--- config.mk ---
export PLATFORM = sky130hd
export DESIGN_NAME = scim_bank_sequencer
export DESIGN_NICKNAME = d
export VERILOG_FILES = /design/src/rtl/scim_seq_pkg.sv /design/src/rtl/scim_seq_cnt.sv /design/src/rtl/scim_bank_sequencer.sv
export SDC_FILE = /design/constraint.sdc
export NUM_CORES = 1
export LEC_CHECK = 0
export CORE_MARGIN = 5
export CORE_UTILIZATION = 53
export DETAILED_ROUTE_END_ITERATION = 10
export GPL_TIMING_DRIVEN = 0
export PLACE_DENSITY = 0.79
export SLEW_MARGIN = 10
export SYNTH_ARGS = -nofsm -noshare
export SYNTH_HDL_FRONTEND = slang
export SYNTH_SLANG_ARGS = --single-unit
--- constraint.sdc ---
create_clock -name CLK -period 2.6 [get_ports CLK]
set_input_delay 0.39 -clock CLK [delete_from_list [all_inputs] [get_ports CLK]]
set_output_delay 0.39 -clock CLK [all_outputs]
set_load 0.005 [all_outputs]
--- src/rtl/scim_seq_pkg.sv ---
// Shared types and defaults for the SCIM bank sequencer: state encoding,
// default timing parameters and the compute-counter width helper.
package scim_seq_pkg;

   localparam int DEF_SC_LEN     = 64;
   localparam int DEF_LATCH_INT  = 16;
   localparam int DEF_BB_ROWS    = 9;
   localparam int DEF_PIPE_DEPTH = 3;

   typedef enum logic [2:0] {
      S_IDLE,
      S_BBCLR,
      S_BBLOAD,
      S_CTRCLR,
      S_POS,
      S_NEG,
      S_DRAIN,
      S_DONE
   } state_t;

   // Bits needed to hold values 0..value-1.
   function automatic int clog2(input int value);
      int r;
      r = 0;
      for (int i = 0; i < 31; i++) begin
         if ((1 << i) < value) r = i + 1;
      end
      return r;
   endfunction

endpackage

--- src/rtl/scim_seq_cnt.sv ---
// Loadable down-counter with terminal-count flag; times the length of each
// sequencer state.
module scim_seq_cnt #(
   parameter int W = 8
) (
   input  logic         CLK,
   input  logic         RESET,
   input  logic         i_load,
   input  logic [W-1:0] i_val,
   output logic         o_tc
);

   logic [W-1:0] r_cnt;

   // NOTE: sequential state uses non-blocking assignments so every register
   // samples its inputs from the same pre-edge values.
   always_ff @(posedge CLK or posedge RESET) begin
      if (RESET) begin
         r_cnt <= '0;
      end else if (i_load) begin
         r_cnt <= i_val;
      end else if (r_cnt != '0) begin
         r_cnt <= r_cnt - W'(1);
      end
   end

   assign o_tc = (r_cnt == '0);

endmodule

--- src/rtl/scim_bank_sequencer.sv ---
// Per-bank SCIM compute sequencer: buffer clear/load, counter clear, stochastic
// compute window, drain, done. Optional early termination: SCIM_SEQ_ET_ABORT_EN.
module scim_bank_sequencer
   import scim_seq_pkg::*;
#(
   parameter int SC_LEN     = DEF_SC_LEN,
   parameter int LATCH_INT  = DEF_LATCH_INT,
   parameter int BB_ROWS    = DEF_BB_ROWS,
   parameter int PIPE_DEPTH = DEF_PIPE_DEPTH
) (
   input  logic CLK,
   input  logic RESET,
   input  logic start,
   input  logic roi_sel,
   input  logic dual_phase,
   input  logic abort,
`ifdef SCIM_SEQ_ET_ABORT_EN
   input  logic et_all,
`endif
   output logic ready,
   output logic busy,
   output logic done,
   output logic et_hit,
   output logic BB_CLR,
   output logic BB_EN,
   output logic COMP_EN,
   output logic comp_positive_phase,
   output logic SA_Latch,
   output logic BnkCtr_En,
   output logic BnkCtr_Clr,
   output logic BnkCtr_Buffer_Clr,
   output logic BnkCtr_Latch,
   output logic roi_lb_r
);

   localparam int              CC_W       = clog2(SC_LEN * 2);
   localparam logic [CC_W-1:0] LATCH_MASK = CC_W'(LATCH_INT - 1);

   state_t          r_state;
   state_t          w_next;
   logic            r_dual;
   logic [CC_W-1:0] r_cc;
   logic [CC_W-1:0] w_cc_next;
   logic [CC_W-1:0] w_cnt_val;
   logic            w_tc;
   logic            w_cnt_load;
   logic            w_compute;
   logic            w_next_compute;
   logic            w_accept;
   logic            w_et_exit;
   logic            w_latch_next;

   assign w_compute = (r_state == S_POS) || (r_state == S_NEG);

`ifdef SCIM_SEQ_ET_ABORT_EN
   assign w_et_exit = et_all && w_compute && !abort;
`else
   assign w_et_exit = 1'b0;
`endif

   // NOTE: every signal written in always_comb gets a default first so no
   // path leaves it unassigned and no latch is inferred.
   always_comb begin
      w_next = r_state;
      if (r_state == S_IDLE) begin
         if (start && !abort) w_next = S_BBCLR;
      end else if (abort) begin
         w_next = S_IDLE;
      end else begin
         unique case (r_state)
            S_BBCLR:  if (w_tc) w_next = S_BBLOAD;
            S_BBLOAD: if (w_tc) w_next = S_CTRCLR;
            S_CTRCLR: if (w_tc) w_next = S_POS;
            S_POS: begin
               if (w_et_exit)  w_next = S_DRAIN;
               else if (w_tc)  w_next = r_dual ? S_NEG : S_DRAIN;
            end
            S_NEG:    if (w_et_exit || w_tc) w_next = S_DRAIN;
            S_DRAIN:  if (w_tc) w_next = S_DONE;
            S_DONE:   w_next = S_IDLE;
            default:  w_next = S_IDLE;
         endcase
      end
   end

   // Duration counter is reloaded on every state change with the new state's length.
   always_comb begin
      w_cnt_val = '0;
      unique case (w_next)
         S_BBLOAD:     w_cnt_val = CC_W'(BB_ROWS - 1);
         S_POS, S_NEG: w_cnt_val = CC_W'(SC_LEN - 1);
         S_DRAIN:      w_cnt_val = CC_W'(PIPE_DEPTH - 1);
         default:      w_cnt_val = '0;
      endcase
   end

   assign w_cnt_load     = (w_next != r_state);
   assign w_accept       = (r_state == S_IDLE) && (w_next == S_BBCLR);
   assign w_cc_next      = (r_state == S_CTRCLR) ? '0 :
                           (w_compute ? r_cc + CC_W'(1) : r_cc);
   assign w_next_compute = (w_next == S_POS) || (w_next == S_NEG);
   // An early-terminated window still owes the counters one final latch.
   assign w_latch_next   = (w_next_compute && ((w_cc_next & LATCH_MASK) == LATCH_MASK))
                         || (w_et_exit && !BnkCtr_Latch);

   scim_seq_cnt #(.W(CC_W)) u_cnt (
      .CLK    (CLK),
      .RESET  (RESET),
      .i_load (w_cnt_load),
      .i_val  (w_cnt_val),
      .o_tc   (w_tc)
   );

   always_ff @(posedge CLK or posedge RESET) begin
      if (RESET) begin
         r_state             <= S_IDLE;
         r_dual              <= 1'b0;
         r_cc                <= '0;
         ready               <= 1'b1;
         busy                <= 1'b0;
         done                <= 1'b0;
         et_hit              <= 1'b0;
         BB_CLR              <= 1'b0;
         BB_EN               <= 1'b0;
         COMP_EN             <= 1'b0;
         comp_positive_phase <= 1'b0;
         SA_Latch            <= 1'b0;
         BnkCtr_En           <= 1'b0;
         BnkCtr_Clr          <= 1'b0;
         BnkCtr_Buffer_Clr   <= 1'b0;
         BnkCtr_Latch        <= 1'b0;
         roi_lb_r            <= 1'b0;
      end else begin
         r_state <= w_next;
         r_cc    <= w_cc_next;

         if (w_accept) begin
            r_dual   <= dual_phase;
            roi_lb_r <= roi_sel;
            et_hit   <= 1'b0;
         end else begin
            if (w_next == S_IDLE) roi_lb_r <= 1'b0;
            if (w_et_exit)        et_hit   <= 1'b1;
         end

         ready               <= (w_next == S_IDLE);
         busy                <= (w_next != S_IDLE);
         done                <= (w_next == S_DONE);
         BB_CLR              <= (w_next == S_BBCLR);
         BB_EN               <= (w_next == S_BBLOAD);
         COMP_EN             <= w_next_compute;
         comp_positive_phase <= (w_next == S_POS);
         SA_Latch            <= w_next_compute;
         BnkCtr_En           <= w_next_compute;
         BnkCtr_Clr          <= (w_next == S_CTRCLR);
         BnkCtr_Buffer_Clr   <= (w_next == S_CTRCLR);
         BnkCtr_Latch        <= w_latch_next;
      end
   end

endmodule

==> results of run 1 <==
==> worst max-delay path: cells and delay by family, from the launching register on <==
family / cells / cell delay [ps]
fa+ha+maj: 1 / 250
flops: 1 / 420
buf+inv: 1 / 90
compound gates: 2 / 280
simple gates: 3 / 1000
==> routing by layer <==
layer | global-route usage, % | part of all wire, % | up-vias
met5 | 0 | 0 | -
li1 | - | - | 554
met3 | 4.193 | 6.8 | 3
met1 | 24.90 | 43 | 539
met4 | 3.715 | 0.55 | 0
met2 | 31.42 | 50 | 54
==> cell families (layout without fill, tap and decap cells) <==
kind of cell    Yosys count  count (layout)  synth area share, %
compound gates           38              38                19.51
xor+xnor                  5               5                3.162
fa+ha+maj                 2               2                1.806
buf+inv                  19              41                7.317
flops                    25              25                45.26
other cells               1               1               0.2707
simple gates             54              54                22.67
==> worst paths after layout <==
check                                       to  cells after the start           start
worst min register to register  u_cnt.r_cnt[6]                      1  u_cnt.r_cnt[6]
worst max-delay path                      done                      7  u_cnt.r_cnt[0]
min in group asynchronous              r_cc[3]                      2           RESET
worst min-delay path            u_cnt.r_cnt[6]                      1  u_cnt.r_cnt[6]
max in group asynchronous              r_cc[0]                      2           RESET
worst max register to register            done                      7  u_cnt.r_cnt[0]
==> layout make-up <==
cell class | count | area, µm²
Fill cell | 209 | 869.6
Inverter | 9 | 33.78
Clock buffer | 3 | 22.52
Sequential cell | 25 | 626.9
Timing Repair Buffer | 18 | 180.2
Tap cell | 30 | 37.54
Clock inverter | 1 | 5.005
Buffer | 10 | 67.56
Multi-Input combinational cell | 100 | 656.9
==> power by group through the flow <==
stage | Sequential [W] | Clock, W | Combinational [W]
final | 0.000614 | 0.000177 | 0.000741
after global routing | 0.000632 | 0.000201 | 0.000826
after CTS | 0.000613 | 0.000181 | 0.000738
after detailed placement | 0.000620 | 0 | 0.000735
after global placement | 0.000612 | 0 | 0.000694
after floorplan | 0.000600 | 0 | 0.000526
==> Yosys cell counts, types with 2 or more instances <==
cell type | count | area (µm²)
sky130_fd_sc_hd__nor2b_1 | 2 | 12.51
sky130_fd_sc_hd__o21ai_0 | 10 | 50.05
sky130_fd_sc_hd__dfrtp_1 | 24 | 600.6
sky130_fd_sc_hd__buf_2 | 3 | 15.01
sky130_fd_sc_hd__buf_4 | 7 | 52.55
sky130_fd_sc_hd__nor2_1 | 12 | 45.04
sky130_fd_sc_hd__inv_1 | 9 | 33.78
sky130_fd_sc_hd__o211ai_1 | 2 | 15.01
sky130_fd_sc_hd__a21oi_1 | 8 | 40.04
sky130_fd_sc_hd__nand2_1 | 11 | 41.29
sky130_fd_sc_hd__a31oi_1 | 2 | 12.51
sky130_fd_sc_hd__ha_1 | 2 | 25.02
sky130_fd_sc_hd__a211oi_1 | 2 | 15.01
sky130_fd_sc_hd__nand2b_1 | 7 | 43.79
sky130_fd_sc_hd__xor2_1 | 4 | 35.03
sky130_fd_sc_hd__or3_1 | 2 | 12.51
sky130_fd_sc_hd__nor3_1 | 8 | 40.04
==> metrics by stage <==
stage | utilization, % | cell area (µm²) | setup WS [ps] | power (W) | std cells
2_1_floorplan | - | 1385 | 733.5 | 0.001126 | 144
4_1_cts | 65.22 | 1630 | 464.0 | 0.001532 | 196
6_report | 65.22 | 1630 | 460.8 | 0.001532 | 196
3_5_place_dp | 64.11 | 1603 | 430.1 | 0.001355 | 192
5_1_grt | 65.22 | 1630 | 299.7 | 0.001658 | 196
3_3_place_gp | 64.11 | 1603 | 483.4 | 0.001306 | 192
==> cell usage in the layout, fill, tap and decap left out, types with 2 or more instances in the layout <==
cell	n
sky130_fd_sc_hd__a211oi_1	2
sky130_fd_sc_hd__a21oi_1	8
sky130_fd_sc_hd__a31oi_1	2
sky130_fd_sc_hd__buf_2	3
sky130_fd_sc_hd__buf_4	7
sky130_fd_sc_hd__clkbuf_4	3
sky130_fd_sc_hd__clkdlybuf4s50_1	18
sky130_fd_sc_hd__dfrtp_1	24
sky130_fd_sc_hd__ha_1	2
sky130_fd_sc_hd__inv_1	9
sky130_fd_sc_hd__nand2_1	11
sky130_fd_sc_hd__nand2b_1	7
sky130_fd_sc_hd__nor2_1	12
sky130_fd_sc_hd__nor2b_1	2
sky130_fd_sc_hd__nor3_1	8
sky130_fd_sc_hd__o211ai_1	2
sky130_fd_sc_hd__o21ai_0	10
sky130_fd_sc_hd__or3_1	2
sky130_fd_sc_hd__xor2_1	4
==> results.md, run 1 <==
• 945.8 ps — slew at the pin closest to its max-slew limit
• u_cnt.r_cnt — register with the most flip-flops
• 48.3% — relative contribution of combinational cells to total power
• 0.8448 — final estimated routing congestion in global placement
• 40.1% — part of the power in registers
• 0 — hold_buf cts
• 320 ps — Worst-Skew Late Latency
• 5.867 — average via count per standard cell
• 3.584 ps — Fin Clk Skew
• 4 — iteration count of the initial detailed-routing pass
• sky130_fd_sc_hd__dfrtp_1 — top flip-flop cell by instance count after synthesis
• 15.72 µm — drt wl/cell
• 0 — max-capacitance violation count
• 510 ps — maximum cell stage delay along the critical path
• no — setup repair after global routing missed its margin
• 39 — Detailed Route Iter0 Violations
• complete, no violations — status
• 1 — H-tree Lvls
• 0.002500 mm² — floorplan core area
• 0.001385 mm² — total standard cell area after synthesis
• 0 — number of synthesized flops with an enable pin
• 55.41% — starting density of the core
• 45.26% — sequential fraction of the synthesis area
• 46 — number of library cell types mapped by synthesis
• 2 — Bufs on Longest Clock Path
• 82.28% — final period utilization
• inv_1 > ha_1 > or4b_4 > nor4_2 > a31oi_1 > o21a_1 > nor3_1 — ordered cell list for the critical path
• 0 — GRT Residual Overflow
• 0 — Max Slew Vio Count
• 0 — number of nets still failing antenna checks after routing
• 0 — # diodes
• 1150 — routed vias
• 2830 ps — required time of the worst setup path
• 0.6190 mV — highest ir drop seen on vdd
• register to register — worst hold-check path type
• 460 ps — Worst R2R Setup Slack
• 0 — total of cells resized after clock tree synthesis
• 41.90% — fraction of power spent switching nets
• register — Startpoint Class
• 0.7411 nW — Static Leak
• 61.12 µm — horizontal extent of the die
• sky130_fd_sc_hd__or4b_4 — Worst path slowest cell
• 175 — # nets final
• 1142 — number of global-route vias before repair
• 0 — count of final setup violators
• 100.0% — ys async rst share
• 61.12 µm — die boundary height
• 0 — final hold violations
• 0.0008900 W — cell-internal power
• 36.88% — max_slew headroom
• 939.5 mW/mm² — power density over cell area
• 0 — warnings from Yosys
• 25 — number of sinks driven by the clock tree
• done — clock tree from TritonCTS
• 2370 ps — Data arrival, critical path
• 0 ps — setup TNS
• 11.5% — share of total power in the clock network
• 5 — maximum fanout count along the critical path
• register to register — worst setup path class
• 550.0 ps — WHS
• register — type of destination of the critical path
• 0.003736 mm² — overall die area
• 20 — I/O Pins
• 18.71% — overall track demand over capacity in global routing
• 2139 ps — minimum clock period
• 3 — clock buffer count from CTS
• 9.619 µm² — synthesized area per cell
• 0.0006418 W — power spent charging and discharging nets
• 18 — port bufs
• 3081 µm — wirelength, routed
• 7 — flip-flop count of the largest register, all copies and words added
• 152 — Net Count, Synth
• 0 — postcts setup bufs
• 13.86% — share of layout cells above drive strength 1
• 26 — pin count of the biggest net entering global routing
• 140 ps — clock transition at the registers of the reported paths
• 5223 µm — wire length of the first global-routing pass
• 144 — number of cells produced by synthesis
• 0 — DRC errors left
• 2342 µm — placed wire-length estimate
• 0 — antenna violations before repair
• 17.71% — layout overhead on the synthesized area
• u_cnt.r_cnt x7, r_cc x4, r_state x3 — largest registers
• 18 — number of core rows
• 467.5 MHz — highest attainable clock frequency
• 25 — number of synthesized register bits
• sky130_fd_sc_hd__clkbuf_4 — buffer cell driving the clock tree root
(Power assumes the default switching activity.)
==> run 2: changes to the inputs <==
--- a/config.mk
+++ b/config.mk
@@ -6,10 +6,10 @@
 export NUM_CORES = 1
 export LEC_CHECK = 0
 export CORE_MARGIN = 5
-export CORE_UTILIZATION = 53
+export CORE_UTILIZATION = 48
 export DETAILED_ROUTE_END_ITERATION = 10
 export GPL_TIMING_DRIVEN = 0
-export PLACE_DENSITY = 0.79
+export PLACE_DENSITY = 0.76
 export SLEW_MARGIN = 10
 export SYNTH_ARGS = -nofsm -noshare
 export SYNTH_HDL_FRONTEND = slang
==> constraint.sdc (replaced) <==
create_clock -name CLK -period 1.8 [get_ports CLK]
set_input_delay 0.27 -clock CLK [delete_from_list [all_inputs] [get_ports CLK]]
set_output_delay 0.27 -clock CLK [all_outputs]
set_load 0.005 [all_outputs]
==> results.md, run 2 (synthesis gave the netlist of run 1 again) <==
• 184 — # nets final, was 175
• sky130_fd_sc_hd__dfrtp_1 — Worst path slowest cell, was sky130_fd_sc_hd__or4b_4
• 24 x sky130_fd_sc_hd__dfrtp_1, 18 x sky130_fd_sc_hd__clkdlybuf4s50_1, 16 x sky130_fd_sc_hd__buf_4 — most frequent cells in the layout, was 24 x sky130_fd_sc_hd__dfrtp_1, 18 x sky130_fd_sc_hd__clkdlybuf4s50_1, 12 x sky130_fd_sc_hd__nor2_1
• 1 — H-tree Lvls, unchanged
• 63.72 µm — horizontal extent of the die, was 61.12 µm
• 206 — post-route non-filler standard cell count, was 196
• 41.30% — fraction of power spent switching nets, was 41.90%
• 2040 ps — required time of the worst setup path, was 2830 ps
• 103.9% — final period utilization, was 82.28%
• 0.001763 mm² — fin area, was 0.001630 mm²
• 0 — hold_buf cts, unchanged
• 0 — Max Slew Vio Count, unchanged
• 2 — Bufs on Longest Clock Path, unchanged
• 0 — DRC errors left, unchanged
• simple AND/OR/NAND/NOR gates — Top delay family on crit path, unchanged
• 7 — count of final setup violators, was 0
• 25.71% — share of layout cells above drive strength 1, was 13.86%
• 0.8737 — final estimated routing congestion in global placement, was 0.8448
• 0 — GRT Residual Overflow, unchanged
• -69.57 ps — least setup slack across all paths after layout, was 460.8 ps
• input port to async pin — worst hold-check path type, was register to register
• 0 — antenna violations before repair, unchanged
• 7 — FF-to-FF path depth, unchanged
• 140 ps — clock transition at the registers of the reported paths, about the same
• 15.51 µm — drt wl/cell, was 15.72 µm
• 1.129 mV — highest ir drop seen on vdd, was 0.6190 mV
• 430 ps — maximum cell stage delay along the critical path, was 510 ps
• 0.001014 W — power spent charging and discharging nets, was 0.0006418 W
• 3 — clock buffer count from CTS, unchanged
• 0.001607 mm² — cell area after placement, was 0.001603 mm²
• register — type of destination of the critical path, unchanged
• 7 — flip-flop count of the largest register, all copies and words added, unchanged
• sky130_fd_sc_hd__clkbuf_4 — buffer cell driving the clock tree root, unchanged
• 5547 µm — wire length of the first global-routing pass, was 5223 µm
• 5.728 — average via count per standard cell, was 5.867
• finished with violations — status, was complete, no violations
• 3.670 ps — Fin Clk Skew, was 3.584 ps
• 4 — maximum fanout count along the critical path, was 5
• 7 — path length in cells of the critical path, unchanged
• 1393 mW/mm² — power density over cell area, was 939.5 mW/mm²
• sky130_fd_sc_hd__dfrtp_1 — leading cell type in the layout, fill and taps excluded, unchanged
• 27.28% — layout overhead on the synthesized area, was 17.71%
• u_cnt.r_cnt x7, r_cc x4, r_state x3 — largest registers, unchanged
• 53.2% — relative contribution of combinational cells to total power, was 48.3%
• 63.72 µm — die boundary height, was 61.12 µm
• 930.3 ps — slew at the pin closest to its max-slew limit, was 945.8 ps
• 50.23% — starting density of the core, was 55.41%
• yes — setup repair after global routing missed its margin, was no
• 63.93% — share of the core filled with cells, was 65.22%
• 1 — critical path buffer and inverter count, unchanged
• 37.91% — max_slew headroom, was 36.88%
• 193 — cell total after placement, was 192
• done — clock tree from TritonCTS, unchanged
• 20 — I/O Pins, unchanged
• 0.004060 mm² — overall die area, was 0.003736 mm²
• 534.9 MHz — highest attainable clock frequency, was 467.5 MHz
• 1180 — routed vias, was 1150
• 0.7912 nW — Static Leak, was 0.7411 nW
• 16.96% — overall track demand over capacity in global routing, was 18.71%
• 0.002758 mm² — floorplan core area, was 0.002500 mm²
• 0 — number of nets still failing antenna checks after routing, unchanged
• 0.001441 W — cell-internal power, was 0.0008900 W
• 58 — Detailed Route Iter0 Violations, was 39
• 2110 ps — Data arrival, critical path, was 2370 ps
• 26 — pin count of the biggest net entering global routing, unchanged
• 1179 — number of global-route vias before repair, was 1142
• u_cnt.r_cnt — register with the most flip-flops, unchanged
• 25 — number of sinks driven by the clock tree, unchanged
• 2222 µm — placed wire-length estimate, was 2342 µm
• negative setup slack — violations in the final reports
• 10.7% — share of total power in the clock network, was 11.5%
• 18 — port bufs, unchanged
• 330 ps — Worst-Skew Late Latency, was 320 ps
• 36.0% — part of the power in registers, was 40.1%
• register — Startpoint Class, unchanged
• 0 — max-capacitance violation count, unchanged
• inv_2 > ha_4 > nor4b_4 > nand2_4 > or3_4 > a21boi_1 > o31ai_1 — ordered cell list for the critical path, was inv_1 > ha_1 > or4b_4 > nor4_2 > a31oi_1 > o21a_1 > nor3_1
• register to register — worst setup path class, unchanged
• 1870 ps — minimum clock period, was 2139 ps
• 4 — iteration count of the initial detailed-routing pass, unchanged
• 0 — final hold violations, unchanged
• 0 — # diodes, unchanged
• 19 — number of core rows, was 18
• 3195 µm — wirelength, routed, was 3081 µm
run 2: cell count changes in the layout (fill, tap and decap cells not counted), moves of 2 or more:
cell / previous run / this run
sky130_fd_sc_hd__nor2_2: 0 / 2
sky130_fd_sc_hd__nor2_1: 12 / 9
sky130_fd_sc_hd__inv_1: 9 / 7
sky130_fd_sc_hd__o21ai_0: 10 / 8
sky130_fd_sc_hd__o21ai_1: 0 / 2
sky130_fd_sc_hd__nor3_2: 0 / 3
sky130_fd_sc_hd__inv_2: 0 / 2
sky130_fd_sc_hd__buf_4: 7 / 16
sky130_fd_sc_hd__nor3_1: 8 / 5
run 2: final cells by class:
type / count / area (µm²)
Sequential cell: 25 / 626.9
Inverter: 9 / 33.78
Multi-Input combinational cell: 100 / 718.2
Timing Repair Buffer: 27 / 247.7
Clock buffer: 3 / 22.52
Tap cell: 31 / 38.79
Clock inverter: 1 / 7.507
Buffer: 10 / 67.56
Fill cell: 214 / 994.7
run 2: power by group through the flow:
stage | Combinational [W] | Clock [W] | Sequential (W)
5_1_grt | 0.00145 | 0.000303 | 0.000905
4_1_cts | 0.00124 | 0.000270 | 0.000882
3_5_place_dp | 0.00106 | 0 | 0.000894
6_report | 0.00131 | 0.000263 | 0.000885
2_1_floorplan | 0.000764 | 0 | 0.000867
3_3_place_gp | 0.00102 | 0 | 0.000883
run 2: final timing paths:
check                               start        endpoint  slack, ps
setup / recovery           u_cnt.r_cnt[0]  u_cnt.r_cnt[1]        -70
hold / removal                      RESET         r_cc[1]        430
setup reg to reg           u_cnt.r_cnt[0]  u_cnt.r_cnt[1]        -70
hold reg to reg            u_cnt.r_cnt[6]  u_cnt.r_cnt[6]        550
max in group asynchronous           RESET  u_cnt.r_cnt[3]        810
min in group CLK               dual_phase          r_dual        500
run 2: timing repair:
action | 4_1_cts | 5_1_grt
pin swaps | 7 | 3
setup endpoints to repair | 16 | 13
buffers inserted | 7 | 2
resized for setup | 11 | 7
run 2: metrics by stage:
step	total power (W)	setup TNS, ps	hold WS (ps)	setup WS [ps]
4_1_cts	0.002392	-144.9	470.7	-94.98
3_5_place_dp	0.001958	-2558	528.3	-285.1
3_3_place_gp	0.001901	-1708	519.4	-215.3
5_1_grt	0.002659	-1140	516.0	-168.8
6_report	0.002455	-246.8	425.9	-69.57
2_1_floorplan	0.001631	-75.33	296.6	-56.39
run 2: routing by layer:
metal  routed length [µm]  GRT usage [%]  vias to the layer above
li1                     -              -                      570
met1                 1442          22.85                      574
met2                 1588          26.52                       31
met3                  118          3.197                        5
met4                   44          7.273                        0
met5                    0              0                        -
==> run 3: changes to the inputs <==
--- a/config.mk
+++ b/config.mk
@@ -6,10 +6,10 @@
 export NUM_CORES = 1
 export LEC_CHECK = 0
 export CORE_MARGIN = 5
-export CORE_UTILIZATION = 48
+export CORE_UTILIZATION = 57
 export DETAILED_ROUTE_END_ITERATION = 10
 export GPL_TIMING_DRIVEN = 0
-export PLACE_DENSITY = 0.76
+export PLACE_DENSITY = 0.84
 export SLEW_MARGIN = 10
 export SYNTH_ARGS = -nofsm -noshare
 export SYNTH_HDL_FRONTEND = slang
==> constraint.sdc (replaced) <==
create_clock -name CLK -period 2.3 [get_ports CLK]
set_input_delay 0.345 -clock CLK [delete_from_list [all_inputs] [get_ports CLK]]
set_output_delay 0.345 -clock CLK [all_outputs]
set_load 0.005 [all_outputs]
==> results.md, run 3 (synthesis gave the netlist of run 1 again) <==
• complete, no violations — status, was finished with violations
• 320 ps — Worst-Skew Late Latency, was 330 ps
• 2189 µm — placed wire-length estimate, was 2222 µm
• 0 — max-capacitance violation count, unchanged
• 25 — number of sinks driven by the clock tree, unchanged
• 1131 — routed vias, was 1180
• 477.3 MHz — highest attainable clock frequency, was 534.9 MHz
• 26 — pin count of the biggest net entering global routing, unchanged
• 9 — maximum fanout count along the critical path, was 4
• 0 — count of final setup violators, was 7
• 17.43% — layout overhead on the synthesized area, was 27.28%
• 59.30 µm — die boundary height, was 63.72 µm
• 932.5 ps — slew at the pin closest to its max-slew limit, was 930.3 ps
• 0.001627 mm² — fin area, was 0.001763 mm²
• 5.830 — average via count per standard cell, was 5.728
• no — setup repair after global routing missed its margin, was yes
• 0.001715 W — Overall Power, was 0.002455 W
• 0.002276 mm² — floorplan core area, was 0.002758 mm²
• 91.09% — final period utilization, was 103.9%
• 37.76% — max_slew headroom, was 37.91%
• u_cnt.r_cnt — register with the most flip-flops, unchanged
• 74 — Detailed Route Iter0 Violations, was 58
• 0.8409 — final estimated routing congestion in global placement, was 0.8737
• 175 — # nets final, was 184
• 18 — port bufs, unchanged
• 0.7383 nW — Static Leak, was 0.7912 nW
• 3 — clock buffer count from CTS, unchanged
• 2095 ps — minimum clock period, was 1870 ps
• sky130_fd_sc_hd__dfrtp_1 — Worst path slowest cell, unchanged
• 17 — number of core rows, was 19
• 2340 ps — Data arrival, critical path, was 2110 ps
• 0 — Max Slew Vio Count, unchanged
• 1147 — number of global-route vias before repair, was 1179
• register to register — worst setup path class, unchanged
• 15.50 ps — Fin Clk Skew, was 3.670 ps
• 1 — H-tree Lvls, unchanged
• 169 — fill count, was 214
• 24 x sky130_fd_sc_hd__dfrtp_1, 18 x sky130_fd_sc_hd__clkdlybuf4s50_1, 12 x sky130_fd_sc_hd__nor2_1 — most frequent cells in the layout, was 24 x sky130_fd_sc_hd__dfrtp_1, 18 x sky130_fd_sc_hd__clkdlybuf4s50_1, 16 x sky130_fd_sc_hd__buf_4
• 0.001600 mm² — cell area after placement, was 0.001607 mm²
• 4 — iteration count of the initial detailed-routing pass, unchanged
• 430 ps — maximum cell stage delay along the critical path, about the same
• u_cnt.r_cnt x7, r_cc x4, r_state x3 — largest registers, unchanged
• 2550 ps — required time of the worst setup path, was 2040 ps
• 0 — number of nets still failing antenna checks after routing, unchanged
• sky130_fd_sc_hd__clkbuf_4 — buffer cell driving the clock tree root, unchanged
• 0 — # diodes, unchanged
• 0 — antenna violations before repair, unchanged
• 140 ps — clock transition at the registers of the reported paths, about the same
• 0 — total of cells resized after clock tree synthesis, was 11
• 2931 µm — wirelength, routed, was 3195 µm
• 200 ps — Worst R2R Setup Slack, was -70 ps
• 20 — I/O Pins, unchanged
• 0 — postcts setup bufs, was 7
• 60.86% — starting density of the core, was 50.23%
• 15.11 µm — drt wl/cell, was 15.51 µm
• 0 ps — setup TNS, was -246.8 ps
• done — clock tree from TritonCTS, unchanged
• 0 — final hold violations, unchanged
• sky130_fd_sc_hd__dfrtp_1 — leading cell type in the layout, fill and taps excluded, unchanged
• 0.8119 mV — highest ir drop seen on vdd, was 1.129 mV
• 2 — Bufs on Longest Clock Path, unchanged
• 59.30 µm — horizontal extent of the die, was 63.72 µm
• 0 — DRC errors left, unchanged
• register — Startpoint Class, unchanged
• 0 — GRT Residual Overflow, unchanged
• 1054 mW/mm² — power density over cell area, was 1393 mW/mm²
• 13.25% — share of layout cells above drive strength 1, was 25.71%
• 71.47% — share of the core filled with cells, was 63.93%
• 18.67% — overall track demand over capacity in global routing, was 16.96%
• register — type of destination of the critical path, unchanged
• 0.003516 mm² — overall die area, was 0.004060 mm²
• inv_1 > ha_1 > nor4b_4 > nand2_4 > o41ai_4 > nand2b_1 > o21ai_0 — ordered cell list for the critical path, was inv_2 > ha_4 > nor4b_4 > nand2_4 > or3_4 > a21boi_1 > o31ai_1
• 516.7 ps — WHS, was 425.9 ps
• input port to async pin — worst hold-check path type, unchanged
• 5050 µm — wire length of the first global-routing pass, was 5547 µm
• 0 — hold_buf cts, unchanged
• 7 — flip-flop count of the largest register, all copies and words added, unchanged
run 3: where the power goes:
part	leakage (nW)	switching, W	internal, W
sequential	0.332	0.000124	0.000567
clock	0.0150	0.000125	0.0000678
combinational	0.392	0.000458	0.000373
run 3: routing by layer:
layer | part of all wire (%) | vias to the layer above | GRT usage [%]
met5 | 0 | - | 0
met4 | 1.6 | 0 | 8.414
met3 | 5.6 | 7 | 3.050
met2 | 48 | 39 | 30.73
met1 | 45 | 530 | 23.87
li1 | - | 555 | -
run 3: final cells by class:
class | instances | area, µm² | area share (%)
Buffer | 10 | 67.56 | 4.154
Clock buffer | 4 | 26.28 | 1.615
Inverter | 9 | 33.78 | 2.077
Multi-Input combinational cell | 100 | 656.9 | 40.38
Sequential cell | 25 | 626.9 | 38.54
Tap cell | 28 | 35.03 | 2.154
Timing Repair Buffer | 18 | 180.2 | 11.08
run 3: path summary, 6_finish.rpt:
path | from | end | cells past startpoint
worst max-delay path | u_cnt.r_cnt[0] | u_cnt.r_cnt[5] | 7
worst min-delay path | RESET | r_state[0] | 2
worst max register to register | u_cnt.r_cnt[0] | u_cnt.r_cnt[5] | 7
worst min register to register | u_cnt.r_cnt[6] | u_cnt.r_cnt[6] | 1
max in group asynchronous | RESET | r_cc[3] | 2
min in group CLK | u_cnt.r_cnt[6] | u_cnt.r_cnt[6] | 1
run 3: critical path, delay by kind of cell (launching register included):
| family | cells | cell delay [ps] |
|---|---|---|
| simple gates | 3 | 720 |
| buf+inv | 1 | 80 |
| flops | 1 | 430 |
| compound gates | 2 | 550 |
| fa+ha+maj | 1 | 240 |
run 3: per-stage QoR:
| step | instances | worst slack [ps] |
|---|---|---|
| floorplan | 144 | 433.5 |
| global placement | 190 | 228.6 |
| detailed placement | 190 | 220.2 |
| CTS | 194 | 221.8 |
| global route | 194 | 67.15 |
| finish | 194 | 204.9 |
